===== src/rtl/relogio_display.sv =====
// relogio_display: snapshots a time-of-day value (hh:mm:ss.cc), converts each
// field to two BCD digits with a sequential shift-add-3 engine, and scans the
// eight committed digits onto a common-anode multiplexed 7-segment display.
// Ports:
//   clk, rst           - rising-edge clock, synchronous active-high reset
//   miliseconds[8:0]   - hundredths field (0..99)
//   seconds[7:0]       - seconds field (0..59)
//   minutes[7:0]       - minutes field (0..59)
//   hours[6:0]         - hours field (0..23)
//   load               - snapshot/convert request, level-sampled in IDLE
//   busy               - conversion in progress
//   bcd_valid          - one-cycle pulse when new digits are committed
//   seg[6:0]           - segments {g,f,e,d,c,b,a}, active-low
//   dp                 - decimal point, active-low
//   an[7:0]            - digit enables, active-low; an[0] = hundredths units
module relogio_display #(
  parameter int unsigned SCAN_DIV = 50000,
  parameter logic [7:0]  DP_MASK  = 8'b01010100,
  parameter bit          BLANK_LZ = 1'b0
) (
  input  logic       clk,
  input  logic       rst,
  input  logic [8:0] miliseconds,
  input  logic [7:0] seconds,
  input  logic [7:0] minutes,
  input  logic [6:0] hours,
  input  logic       load,
  output logic       busy,
  output logic       bcd_valid,
  output logic [6:0] seg,
  output logic       dp,
  output logic [7:0] an
);

  localparam int unsigned PRE_W  = (SCAN_DIV > 2) ? $clog2(SCAN_DIV) : 1;
  localparam int unsigned FLD_W  = 7;
  localparam int unsigned SH_W   = 15;
  localparam logic [PRE_W-1:0] PRE_TC = PRE_W'(SCAN_DIV - 1);
  localparam logic [3:0] DASH   = 4'hA;
  localparam logic [2:0] BIT_TC = 3'd6;

  typedef enum logic [1:0] {S_IDLE, S_CONV, S_COMMIT} state_t;

  state_t                r_state;
  state_t                w_state_nxt;
  logic [3:0][FLD_W-1:0] r_snap;
  logic [3:0]            r_clamp;
  logic [2:0]            r_bit;
  logic [1:0]            r_fld;
  logic [SH_W-1:0]       r_sh;
  logic [3:0][7:0]       r_conv;
  logic [7:0][3:0]       r_dig;
  logic [SH_W-1:0]       w_src;
  logic [SH_W-1:0]       w_adj;
  logic [SH_W-1:0]       w_shift;
  logic [PRE_W-1:0]      r_pre;
  logic [2:0]            r_idx;
  logic                  w_pre_tc;
  logic [2:0]            w_idx_nxt;
  logic [3:0]            w_dig_sel;
  logic [6:0]            w_seg_nxt;

  // FSM state register
  always_ff @(posedge clk) begin
    if (rst) r_state <= S_IDLE;
    else     r_state <= w_state_nxt;
  end

  // FSM next state: 28 shift cycles (4 fields x 7 bits) then one commit cycle
  always_comb begin
    w_state_nxt = r_state;
    case (r_state)
      S_IDLE:   if (load) w_state_nxt = S_CONV;
      S_CONV:   if (r_bit == BIT_TC && r_fld == 2'd3) w_state_nxt = S_COMMIT;
      S_COMMIT: w_state_nxt = S_IDLE;
      default:  w_state_nxt = S_IDLE;
    endcase
  end

  // One shift-add-3 step; the first step of each field loads its binary value
  always_comb begin
    w_src = (r_bit == 3'd0) ? {8'd0, r_snap[r_fld]} : r_sh;
    w_adj = w_src;
    if (w_src[10:7] >= 4'd5)  w_adj[10:7]  = w_src[10:7] + 4'd3;
    if (w_src[14:11] >= 4'd5) w_adj[14:11] = w_src[14:11] + 4'd3;
    w_shift = w_adj << 1;
  end

  // Snapshot, conversion datapath and atomic commit of all eight digits
  always_ff @(posedge clk) begin
    if (rst) begin
      busy      <= 1'b0;
      bcd_valid <= 1'b0;
      r_snap    <= '0;
      r_clamp   <= '0;
      r_bit     <= '0;
      r_fld     <= '0;
      r_sh      <= '0;
      r_conv    <= '0;
      r_dig     <= '0;
    end else begin
      bcd_valid <= 1'b0;
      case (r_state)
        S_IDLE: begin
          if (load) begin
            busy       <= 1'b1;
            r_snap[0]  <= miliseconds[6:0];
            r_snap[1]  <= seconds[6:0];
            r_snap[2]  <= minutes[6:0];
            r_snap[3]  <= hours;
            // Out-of-range fields are flagged now, using the full input width
            r_clamp[0] <= (miliseconds > 9'd99);
            r_clamp[1] <= (seconds > 8'd99);
            r_clamp[2] <= (minutes > 8'd99);
            r_clamp[3] <= (hours > 7'd99);
            r_bit      <= '0;
            r_fld      <= '0;
          end
        end
        S_CONV: begin
          r_sh <= w_shift;
          if (r_bit == BIT_TC) begin
            r_conv[r_fld] <= w_shift[14:7];
            r_bit         <= '0;
            r_fld         <= r_fld + 2'd1;
          end else begin
            r_bit <= r_bit + 3'd1;
          end
        end
        S_COMMIT: begin
          busy      <= 1'b0;
          bcd_valid <= 1'b1;
          for (int f = 0; f < 4; f++) begin
            r_dig[2*f]   <= r_clamp[f] ? DASH : r_conv[f][3:0];
            r_dig[2*f+1] <= r_clamp[f] ? DASH : r_conv[f][7:4];
          end
        end
        default: ;
      endcase
    end
  end

  // Scan index advance and segment decode of the digit about to be shown
  always_comb begin
    w_pre_tc  = (r_pre == PRE_TC);
    w_idx_nxt = w_pre_tc ? r_idx + 3'd1 : r_idx;
    w_dig_sel = r_dig[w_idx_nxt];
    case (w_dig_sel)
      4'd0:    w_seg_nxt = 7'b1000000;
      4'd1:    w_seg_nxt = 7'b1111001;
      4'd2:    w_seg_nxt = 7'b0100100;
      4'd3:    w_seg_nxt = 7'b0110000;
      4'd4:    w_seg_nxt = 7'b0011001;
      4'd5:    w_seg_nxt = 7'b0010010;
      4'd6:    w_seg_nxt = 7'b0000010;
      4'd7:    w_seg_nxt = 7'b1111000;
      4'd8:    w_seg_nxt = 7'b0000000;
      4'd9:    w_seg_nxt = 7'b0010000;
      DASH:    w_seg_nxt = 7'b0111111;
      default: w_seg_nxt = 7'b1111111;
    endcase
    if (BLANK_LZ && w_idx_nxt == 3'd7 && w_dig_sel == 4'd0) w_seg_nxt = 7'b1111111;
  end

  // Free-running scan; independent of conversion activity
  always_ff @(posedge clk) begin
    if (rst) begin
      r_pre <= '0;
      r_idx <= '0;
      an    <= 8'b11111110;
      seg   <= 7'b1000000;
      dp    <= ~DP_MASK[0];
    end else begin
      r_pre <= w_pre_tc ? '0 : r_pre + PRE_W'(1);
      r_idx <= w_idx_nxt;
      an    <= ~(8'd1 << w_idx_nxt);
      seg   <= w_seg_nxt;
      dp    <= ~DP_MASK[w_idx_nxt];
    end
  end

endmodule


===== config.mk =====
export PLATFORM = sky130hd
export DESIGN_NAME = relogio_display
export DESIGN_NICKNAME = d
export VERILOG_FILES = /design/src/rtl/relogio_display.sv
export SDC_FILE = /design/constraint.sdc
export NUM_CORES = 1
export LEC_CHECK = 0
export ABC_AREA = 0
export CAP_MARGIN = 20
export CORE_MARGIN = 2
export CORE_UTILIZATION = 50
export CTS_CLUSTER_SIZE = 30
export DETAILED_ROUTE_END_ITERATION = 6
export PLACE_DENSITY_LB_ADDON = 0.15
export SLEW_MARGIN = 0
export SYNTH_ARGS = -nofsm -noshare
export SYNTH_HDL_FRONTEND = slang
export SYNTH_SLANG_ARGS = --single-unit

===== constraint.sdc =====
create_clock -name clk -period 6.3 [get_ports clk]
set_input_delay 1.26 -clock clk [delete_from_list [all_inputs] [get_ports clk]]
set_output_delay 1.26 -clock clk [all_outputs]
set_load 0.01 [all_outputs]

==> summary.md <==
| Metric | Value |
|---|---|
| Post-route design area | `7520 um^2` |
| Net switching power | `0.000432 W` |
| Post-Syn Area | `6400 um^2` |
| Worst min-delay path class | `reg2reg` |
| First-pass DRT Iterations | `5` |
| Total power of the final layout | `0.00203 W` |
| Clk buf depth | `2` |
| Highest fanout seen on the critical path | `13` |
| I/O pin cnt | `53` |
| Fraction of final layout cells with drive strength greater than 1 | `6.72%` |
| Clock share of power | `44.6%` |
| Post-CTS sizing | `0` |
| Yosys cell types | `57` |
| Share of the cycle needed by the critical path after routing | `50.8%` |
| DR vias/cell | `5.45` |
| Syn_area_per_cell | `8.42 um^2` |
| Number of flops mapped to enable cells by yosys | `0` |
| Global-route total usage across every layer | `22.8%` |
| Switching share of power | `21.3%` |
| Worst ir drop on vdd | `0.000175 V` |
| Sequential cell fraction of total power | `49.8%` |
| Dpl cell area | `6980 um^2` |
| Worst-margin pin slew | `1010 ps` |
| Kind of end point of the critical path | `flop` |
| Pint | `0.00160 W` |
| Power per cell area | `270 nW/um^2` |
| Final routed DRC violation total | `0` |
| Number of clock buffers inserted by TritonCTS | `17` |
| Global-route wire length before repair | `24.2 mm` |
| Die Area | `13700 um^2` |
| Number of port buffers | `52` |
| Post-synth net total | `806` |
| Met1 track utilization from global routing | `28.8%` |
| Routed via count | `5316` |
| Number of storage elements in the synthesis netlist | `154` |
| Highest achievable clock rate | `0.312 GHz` |
| Placed wire-length estimate after detailed placement | `10.3 mm` |
| Element type at the critical path start | `flop` |
| Antenna violations before repair | `0` |
| Worst-Skew Late Latency | `420 ps` |
| Area Overhead vs Synth | `17.4%` |
| Share of async-settable or async-resettable flops after synthesis | `0%` |
| Arrival time of the worst setup path | `3540 ps` |
| Outcome | `finished clean` |
| Routability congestion estimate | `0.829` |
| Clk pin slew, worst setup/hold paths | `60 ps` |
| Hold Fails Final Rpt | `0` |
| Htree depth | `4` |
| R2R setup slack | `3100 ps` |
| Num rows | `41` |
| Met3 Use GR | `5.92%` |
| Final number of setup-violating endpoints | `0` |
| Largest net degree at the start of global routing | `96` |
| Die outline height | `117 um` |
| Number of clock sinks | `154` |
| Total leakage power | `2.71 nW` |
| Post-CTS repair timing setup buffer count | `0` |
| Crit path required time | `6630 ps` |
| Time the final worst path needs with I/O delays and setup | `3200 ps` |
| Die Span X | `117 um` |
| Root buffer cell | `clkbuf_16` |
| Initial core utilization | `50.9%` |
| Core area | `12600 um^2` |
| Relative slew slack | `32.9%` |
| Wire length per cell | `14.9 um` |
| Filler cell count | `1109` |
| Global routing's busiest layer | `met2` |
| Logic gate share of total power | `5.6%` |
| Post-Route Utilization | `59.8%` |
| Initial detailed-routing violation count | `349` |
| RSZ-0062 raised after global routing | `no` |
| Vias in the first global route | `4978` |
| Number of pins with negative max-slew slack in the final report | `0` |
| Syn. warnings | `0` |
| Count of nets after finishing | `840` |
| Clock skew | `6.80 ps` |
| CTS tree | `yes` |
| Total global routing overflow | `0` |
| Top_reg_cell synth | `dfxtp_1` |
| M2 GR Usage | `37.1%` |
| Diodes inserted | `0` |
| Syn Inst Count | `760` |
| Sequential-to-total area share from yosys stat | `48.2%` |
| Max cap viols | `0` |
| Setup Crit Path Kind | `reg2reg` |
| Final TNS setup | `0 ps` |
| Total of hold buffers inserted after clock tree synthesis | `0` |
| Total detailed-routing wirelength | `14.5 mm` |
| Post-detailed-route count of antenna-violating nets | `0` |
-- cell families (layout without fill, tap and decap cells) --
| kind of cell | Yosys count | in the layout | share of synthesized area [%] |
|---|---|---|---|
| flops | 154 | 154 | 48.2 |
| buf+inv | 59 | 102 | 3.99 |
| fa+ha+maj | 11 | 11 | 2.15 |
| compound gates | 163 | 163 | 15.7 |
| xor+xnor | 16 | 16 | 2.19 |
| mux | 16 | 16 | 4.11 |
| simple gates | 341 | 341 | 23.7 |
-- critical path: stages (launching register included) --
cell and delay, ps:
dfxtp_1 360, ha_1 190, and3_1 280, and4_1 410
nand2_1 120, xor2_1 640, nor4_1 130, nor2_2 240
inv_2 100, ha_1 320, nand2b_1 150, a31oi_1 170
-- layout by cell type, fill, tap and decap left out, types with 8 or more instances in the layout --
cell type / count
a21oi_1: 82
a22o_1: 16
clkbuf_16: 17
clkdlybuf4s50_1: 51
dfxtp_1: 154
ha_1: 11
inv_1: 14
nand2_1: 139
nand2b_1: 9
nand3_1: 15
nor2_1: 115
nor3_1: 16
o21ai_0: 26
xnor2_1: 8
xor2_1: 8
-- worst paths after layout --
path	start	endpoint	depth (start not counted)
hold reg to reg	r_snap[21]$_SDFFE_PP0P_	r_snap[21]$_SDFFE_PP0P_	2
setup / recovery	r_pre[0]$_SDFF_PP0_	seg[3]$_SDFF_PP0_	11
hold / removal	r_snap[21]$_SDFFE_PP0P_	r_snap[21]$_SDFFE_PP0P_	2
setup reg to reg	r_pre[0]$_SDFF_PP0_	seg[3]$_SDFF_PP0_	11
-- metrics by stage --
step | setup WS [ps] | instances | hold WS [ps]
final | 3100 | 975 | 452
after global routing | 2800 | 975 | 470
after CTS | 3130 | 974 | 455
after detailed placement | 3140 | 946 | 447
after global placement | 3180 | 946 | 430
after floorplan | 3620 | 760 | 416
-- final cells by class --
cell class | instances | area (um^2) | share of cell area [%]
sequential | 154 | 3080 | 41.0
multi-input combinational | 547 | 3070 | 40.8
inverter | 15 | 56.3 | 0.749
clock buffer | 25 | 475 | 6.33
tap | 172 | 215 | 2.86
timing repair buffer | 59 | 576 | 7.66
clock inverter | 3 | 42.5 | 0.566
-- registers in the layout, indices dropped and copies added, names as in the netlist, 3 cells and up --
register,flops
an,8
r_bit,3
r_clamp,4
r_conv,32
r_dig,32
r_idx,3
r_pre,16
r_sh,14
r_snap,28
seg,7
-- power by group through the flow --
stage	Clock, W	Sequential (W)	Combinational (W)
after detailed placement	0	0.00103	0.000113
after global routing	0.000972	0.00101	0.000129
after floorplan	0	0.00103	0.0000699
after CTS	0.000925	0.00101	0.000113
after global placement	0	0.00103	0.000111
final	0.000904	0.00101	0.000114
-- per-layer routing --
metal,share of wire [%],vias up
li1,-,2680
met1,46,2503
met2,48,113
met3,4.0,20
met4,1.9,0
met5,0,-
-- cell usage after synthesis, drive strengths merged, types with 4 or more instances --
cell type | count | share of area, %
a22oi | 4 | 0.55
and4 | 4 | 0.59
a311oi | 5 | 0.68
clkbuf | 39 | 2.3
ha | 11 | 2.2
a31oi | 4 | 0.39
nand2 | 139 | 8.2
dfxtp | 154 | 48
and2 | 6 | 0.59
nand4 | 6 | 0.59
a21oi | 83 | 6.5
nand2b | 9 | 0.88
o21ai | 27 | 2.2
a211oi | 7 | 0.82
buf | 5 | 0.82
o311ai | 4 | 0.55
or3 | 5 | 0.49
mux4 | 7 | 2.5
nand3 | 16 | 1.3
mux2i | 6 | 1.0
nor2b | 8 | 0.78
xnor2 | 8 | 1.1
nor2 | 116 | 6.8
nor3 | 16 | 1.3
a22o | 16 | 2.2
xor2 | 8 | 1.1
inv | 15 | 0.88
Power figures use the tool's default switching activity.
